$ cat src/rtl/demux_pkg.sv
// Shared constants and helpers for the demux byte collector and its channels.
package demux_pkg;

  localparam int WIDTH_DEF = 8;
  localparam int CNT_W_DEF = $clog2(WIDTH_DEF);
  localparam int NUM_CH    = 2;

  // Counter width for a given word width; never narrower than one bit.
  function automatic int cnt_width(input int w);
    return (w > 1) ? $clog2(w) : 1;
  endfunction

endpackage

$ cat src/rtl/collector_channel.sv
// One serial-to-parallel channel: bit counter, shift register, holding register
// with valid/ready handshake and a sticky overflow flag.
module collector_channel
  import demux_pkg::*;
#(
  parameter int WIDTH = WIDTH_DEF
) (
  input  logic             clk,
  input  logic             rst,
  input  logic             bit_en,
  input  logic             bit_in,
  input  logic             ready,
  input  logic             ovf_clr,
  output logic [WIDTH-1:0] word,
  output logic             valid,
  output logic             ovf
);

  localparam int CNT_W = cnt_width(WIDTH);
  localparam logic [CNT_W-1:0] CNT_LAST = CNT_W'(WIDTH - 1);

  logic [CNT_W-1:0] cnt_q, cnt_d;
  logic [WIDTH-1:0] shreg_q, shreg_d;
  logic [WIDTH-1:0] word_q, word_d;
  logic             valid_q, valid_d;
  logic             ovf_q, ovf_d;

  logic [WIDTH-1:0] shifted;
  logic             complete;
  logic             xfer;
  logic             ovf_set;

  always_comb begin
    // New bits enter at the MSB so the first bit ends up in bit 0.
    shifted  = {bit_in, shreg_q[WIDTH-1:1]};
    complete = bit_en && (cnt_q == CNT_LAST);
    xfer     = valid_q && ready;
    ovf_set  = 1'b0;

    cnt_d   = cnt_q;
    shreg_d = shreg_q;
    word_d  = word_q;
    valid_d = valid_q;

    if (bit_en) begin
      shreg_d = shifted;
      cnt_d   = complete ? '0 : cnt_q + 1'b1;
    end

    if (xfer) valid_d = 1'b0;

    // A finished word may load whenever the holder is empty or draining now.
    if (complete) begin
      if (!valid_q || ready) begin
        word_d  = shifted;
        valid_d = 1'b1;
      end else begin
        ovf_set = 1'b1;
      end
    end

    ovf_d = (ovf_q && !ovf_clr) || ovf_set;
  end

  always_ff @(posedge clk) begin
    if (rst) begin
      cnt_q   <= '0;
      shreg_q <= '0;
      word_q  <= '0;
      valid_q <= 1'b0;
      ovf_q   <= 1'b0;
    end else begin
      cnt_q   <= cnt_d;
      shreg_q <= shreg_d;
      word_q  <= word_d;
      valid_q <= valid_d;
      ovf_q   <= ovf_d;
    end
  end

  assign word  = word_q;
  assign valid = valid_q;
  assign ovf   = ovf_q;

endmodule

$ cat src/rtl/demux_byte_collector.sv
// Collects the two serial outputs of a 1x2 demux into per-channel words.
// Only steering lives here; all state is inside collector_channel.
module demux_byte_collector
  import demux_pkg::*;
#(
  parameter int WIDTH = WIDTH_DEF
) (
  input  logic             clk,
  input  logic             rst,
  input  logic             d1,
  input  logic             d2,
  input  logic             sel,
  input  logic             bit_valid,
  input  logic             ready1,
  input  logic             ready2,
  input  logic             ovf_clr,
  output logic [WIDTH-1:0] word1,
  output logic [WIDTH-1:0] word2,
  output logic             valid1,
  output logic             valid2,
  output logic             ovf1,
  output logic             ovf2
);

  logic [NUM_CH-1:0]            bit_en;
  logic [NUM_CH-1:0]            bit_in;
  logic [NUM_CH-1:0]            ready;
  logic [NUM_CH-1:0]            valid;
  logic [NUM_CH-1:0]            ovf;
  logic [NUM_CH-1:0][WIDTH-1:0] word;

  // Lane 0 is channel 1 (sel=1), lane 1 is channel 2 (sel=0).
  assign bit_en = {bit_valid && !sel, bit_valid && sel};
  assign bit_in = {d2, d1};
  assign ready  = {ready2, ready1};

  genvar g;
  generate
    for (g = 0; g < NUM_CH; g++) begin : g_ch
      collector_channel #(.WIDTH(WIDTH)) u_ch (
        .clk     (clk),
        .rst     (rst),
        .bit_en  (bit_en[g]),
        .bit_in  (bit_in[g]),
        .ready   (ready[g]),
        .ovf_clr (ovf_clr),
        .word    (word[g]),
        .valid   (valid[g]),
        .ovf     (ovf[g])
      );
    end
  endgenerate

  assign word1  = word[0];
  assign word2  = word[1];
  assign valid1 = valid[0];
  assign valid2 = valid[1];
  assign ovf1   = ovf[0];
  assign ovf2   = ovf[1];

endmodule

$ cat config.mk
export PLATFORM = sky130hd
export DESIGN_NAME = demux_byte_collector
export DESIGN_NICKNAME = d
export VERILOG_FILES = /design/src/rtl/demux_pkg.sv /design/src/rtl/collector_channel.sv /design/src/rtl/demux_byte_collector.sv
export SDC_FILE = /design/constraint.sdc
export NUM_CORES = 1
export LEC_CHECK = 0
export ABC_AREA = 1
export CAP_MARGIN = 20
export CORE_AREA = 2 2 65 67
export DETAILED_ROUTE_END_ITERATION = 7
export DIE_AREA = 0 0 67 69
export PLACE_DENSITY = 0.7
export SLEW_MARGIN = 15
export SYNTH_ARGS = -nofsm -noshare
export SYNTH_HDL_FRONTEND = slang
export SYNTH_SLANG_ARGS = --single-unit
export TNS_END_PERCENT = 5
$ cat constraint.sdc
create_clock -name clk -period 3.5 [get_ports clk]
set_input_delay 0.7 -clock clk [delete_from_list [all_inputs] [get_ports clk]]
set_output_delay 0.7 -clock clk [all_outputs]
set_load 0.02 [all_outputs]
## Yosys cells after proc, flatten, opt, wreduce, memory -nomap -nowiden

Index checks and enable logic that the tools add are counted.

| operators by class | value |
|---|---|
| add/sub/neg operators | 2 |
| equality and inequality tests | 2 |
| muxes and demuxes | 12 |
| reductions and logical operators | 18 |

Operators with widths:

| operator | number |
|---|---|
| $mux W1 | 10 |
| $logic_and A1 B1 Y1 | 8 |
| $add A3 B1 Y3 const B | 2 |
| $eq A3 B3 Y1 const B | 2 |
| $mux W3 | 2 |
| $logic_not A1 Y1 | 4 |
| $logic_or A1 B1 Y1 | 4 |
| $reduce_and A2 Y1 | 2 |

| storage, ports and cells | value |
|---|---|
| register bits | 42 |
| input port bits | 9 |
| output and inout port bits | 20 |
| logic and storage cells | 44 |

## Depth between registers and ports, before layout

| logic depth | value |
|---|---|
| word-level depth | 5 |
| depth in mapped cells | 7 |
| mapped depth without buffers | 7 |

## Cells and area by module

Synthesis repeated with hierarchy kept, for this count alone.

| unflattened totals | value |
|---|---|
| cell total of the unflattened synthesis | 206 |
| area total of the unflattened synthesis | 1749.2 sq um |

Modules (own cells, without submodules):

| module | instances | cells an instance | area each (sq um) | seq. area each (sq um) |
|---|---|---|---|---|
| collector_channel | 2 | 101 | 865.8 | 400.4 |
| demux_byte_collector | 1 | 4 | 17.5 | 0.0 |

## Worst setup path before layout

Ideal clock, no wire load.

| path | value |
|---|---|
| path type | input to register |
| start point | input ready1 |
| end point | register g_ch[0].u_ch.word_q[0] |
| setup time | 0.113 ns |
| arrival time | 1.203 ns |
| required time | 3.387 ns |
| path slack | 2.184 ns |
| cell stages on the path | 6 |
| buffers on the path | 0 |
| cells stage by stage | inv_1 -> nand2_2 -> inv_1 -> nor2_8 -> nor2_1 -> nor2_1 |

| on the way | value |
|---|---|
| longest elaborated chain between the ends | 2 |

Ends and longest elaborated chain:

| what | line | source |
|---|---|---|
| from (decl) | demux_byte_collector.sv:14 | `input logic ready1,` |
| $logic_or A1 B1 Y1 | collector_channel.sv:54 | `if (!valid_q \|\| ready) begin` |
| $reduce_and A2 Y1 (no line) | n/a |  |
| to (signal assigned) | collector_channel.sv:75 | `word_q <= word_d;` |
| to (decl) | collector_channel.sv:24 | `logic [WIDTH-1:0] word_q, word_d;` |

Every way passes these cells.
A chain may end at the register's enable or synchronous reset.

## Final worst setup path

| path | value |
|---|---|
| start point | register g_ch[0].u_ch.valid_q |
| end point | output valid1 |

RTL lines:

| what | line | source |
|---|---|---|
| from (decl) | collector_channel.sv:25 | `logic valid_q, valid_d;` |
| from (signal assigned) | collector_channel.sv:76 | `valid_q <= valid_d;` |
| to (decl) | demux_byte_collector.sv:19 | `output logic valid1,` |

No word-level cell between the ends.

==> results by group <==
Run status
  • Status: complete, no violations

Worst setup path
  • Critical Path RT: 2.80 ns
  • Worst setup path class: reg -> out
  • Path depth of the worst reg2reg path: 6
  • RR Endpoint: g_ch[1].u_ch.word[2]
  • Reg-to-reg startpoint: g_ch[1].u_ch.cnt_q[0]
  • Worst Setup End Kind: output pin
  • CP max stage delay: 0.62 ns
  • Arrival time worst endpoint: 1.28 ns
  • Critical path's top delay family: buffers and inverters
  • CP max-delay cell: clkdlybuf4s50_1
  • CP max FO: 2
  • R2R Setup Slk: 1.86 ns
  • CP Cell Sequence: clkdlybuf4s50_1
  • Critical Path Start Type: flip-flop
  • Buf+Inv Stages, Crit Path: 1

Synthesis
  • Synth async-reset ratio: 0%
  • Cell count after synthesis: 208
  • Seq cells post-synth: 40
  • Register area share after synthesis: 48.82%
  • Proportion of synthesized area in mux cells: 0%
  • XOR/XNOR Fraction of Synth Area: 0%
  • Syn_area_per_cell: 7.886 um2
  • Syn Nets: 221
  • Mapped Area: 1640 um2
  • Largest family of logic cells by synthesized area: simple AND/OR/NAND/NOR gates
  • Distinct cells, synth: 19
  • Primary FF master, synth: dfxtp_1
  • Simple-Gate Fraction of Synth Area: 28.30%
  • Post-synth EDFFs: 0
  • Compound-gate portion of the synthesized area: 11.29%
  • Synth warnings: 0
  • Post-Synth Adder-Cell Area: 3.051%

Detailed routing
  • Initial drt markers: 31
  • DR WL/cell: 10.44 um
  • DR vias/cell: 4.653
  • Final wirelength: 2.976 mm
  • Residual DRC: 0
  • Detail Route Antenna Nets: 0
  • Via count: 1326
  • TritonRoute pass-1 iters: 4

STA
  • WHS: 0.4727 ns
  • Max-slew violation count: 0
  • Final setup violating endpoints: 0
  • Tmin final: 1.978 ns
  • Final TNS setup: 0 ns
  • Final Skew: 0.003810 ns
  • Max Fclk: 505.5 MHz
  • RSZ-0062 raised after global routing: no
  • Final Cycle Share: 56.52%
  • Worst slew pin tran: 0.6652 ns
  • Slew margin rel.: 55.49%
  • Fin. Hold Viols: 0

Floorplan
  • Starting Density: 41.91%
  • Die width: 67 um
  • Top-Level Pins: 29
  • Floorplan core area: 3914 um2
  • Die H: 69 um
  • Row cnt: 23
  • Die area: 4623 um2

Clock network
  • Clk sinks: 40
  • H-tree depth: 2
  • Cts bufs inserted: 5
  • Worst-path clk slew: 0.07 ns
  • Number of post-CTS setup repair buffers: 0
  • CTS root buf: clkbuf_8
  • CTS resizes: 0
  • Clk_lat worst skew: 0.29 ns
  • CTS Hold Bufs: 0
  • CTS tree: done
  • Clock Path Buffers: 2

GRT
  • Vias in the first global route: 1159
  • Grt ovf: 0
  • First-pass GRT wire length: 4.974 mm
  • Total GRT Usage: 14.12%
  • Initial antenna violation count: 0
  • Largest net degree at the start of global routing: 37

Final layout
  • Util after Layout: 52.33%
  • Final Non-Filler Cells: 285
  • Commonest non-fill, non-tap cell in the layout: nor2_1
  • Most frequent cells in the layout: 57 x nor2_1, 40 x dfxtp_1, 28 x clkdlybuf4s50_1
  • P&R area growth vs syn: 24.87%
  • Antenna cells: 0
  • Share of cells above drive strength 1: 6.809%
  • Nets: 247

Pwr
  • Power per Cell Area: 460.4 nW/um2
  • Pleak: 0.8484 nW
  • Final Power: 0.9430 mW
  • Worst IR Drop VDD: 216.7 uV

Min path
  • Min-Delay Endpoint: g_ch[1].u_ch.shreg_q[5]
  • Worst Hold Class: reg -> reg
  • Hold Crit Depth: 2
  • Hold Crit Start: g_ch[1].u_ch.shreg_q[5]

Place
  • Routability Congestion: 0.7824
  • DP HPWL: 2.092 mm
  • I/O Buffers: 28
  • Post-placement cell count: 277

Run
  • Max_cap viols: 0
==> cell usage after synthesis, types with 2 or more instances <==
| master | instances | area share, % |
|---|---|---|
| o21ai_0 | 20 | 6.1 |
| nand3b_1 | 7 | 3.2 |
| a21oi_1 | 15 | 4.6 |
| dfxtp_1 | 40 | 49 |
| nor2_1 | 57 | 13 |
| buf_2 | 4 | 1.2 |
| buf_6 | 2 | 1.4 |
| nor2_8 | 2 | 2.4 |
| ha_1 | 4 | 3.1 |
| nand3_1 | 2 | 0.61 |
| buf_4 | 2 | 0.92 |
| nand2_1 | 18 | 4.1 |
| nand4_1 | 8 | 3.1 |
| nand2_2 | 3 | 1.1 |
| inv_1 | 19 | 4.3 |
| inv_2 | 2 | 0.46 |
==> power by group <==
group	leakage [nW]	total [mW]	switching [mW]	internal, mW
logic	0.458	0.0595	0.0347	0.0248
clock network	0.0645	0.406	0.155	0.251
registers	0.326	0.478	0.00745	0.470
total	0.848	0.943	0.197	0.746
==> state kept, by name, summed over array words and instances (netlist names) <==
register and cells:
g_ch.u_ch.ovf 2, g_ch.u_ch.word 16, g_ch.u_ch.valid 2, g_ch.u_ch.shreg_q 14, g_ch.u_ch.cnt_q 6
==> metrics by stage <==
step           setup WS (ns)  cell area, um2
3_3_place_gp           1.287            1922
2_1_floorplan          2.184            1640
6_report               1.522            2048
4_1_cts                1.513            2048
3_5_place_dp           1.225            1922
5_1_grt                1.390            2048
==> worst max-delay path by stage <==
stage | start | to | slack, ns | cells past startpoint
after global routing | bit_valid | g_ch[1].u_ch.word[2] | 1.39 | 6
after CTS | g_ch[0].u_ch.valid | valid1 | 1.51 | 1
final | g_ch[0].u_ch.valid | valid1 | 1.52 | 1
after detailed placement | bit_valid | g_ch[1].u_ch.word[2] | 1.22 | 6
after global placement | bit_valid | g_ch[1].u_ch.word[1] | 1.29 | 6
after floorplan | ready1 | g_ch[0].u_ch.word[0] | 2.18 | 6
==> tightest hold or removal path: stages, from the launching register on <==
cell and delay [ns]:
dfxtp_1 0.31, inv_1 0.06, a21oi_1 0.06
==> cell type report <==
type	count	area, um2
clock buffer	7	96.34
clock inverter	1	30.03
fill	397	1866
inverter	21	78.83
multi-input combinational	138	699.4
sequential	40	800.8
tap	50	62.56
timing repair buffer	28	280.3
==> metal layers <==
metal | GRT usage, % | vias to the layer above | part of all wire [%]
met1 | 19.65 | 573 | 49
met5 | 0 | - | 0
met4 | 8.844 | 0 | 3.0
met3 | 3.752 | 7 | 5.8
li1 | - | 715 | -
met2 | 19.03 | 31 | 42
==> kinds of logic after synthesis <==
| group | after synthesis |
|---|---|
| flip-flops | 40 |
| AND/OR/NAND/NOR | 98 |
| buffers and inverters | 30 |
| AO/OA/AOI/OAI | 36 |
| adder cells (fa/ha/maj) | 4 |
Note: power is estimated with default switching activity, not from simulation.
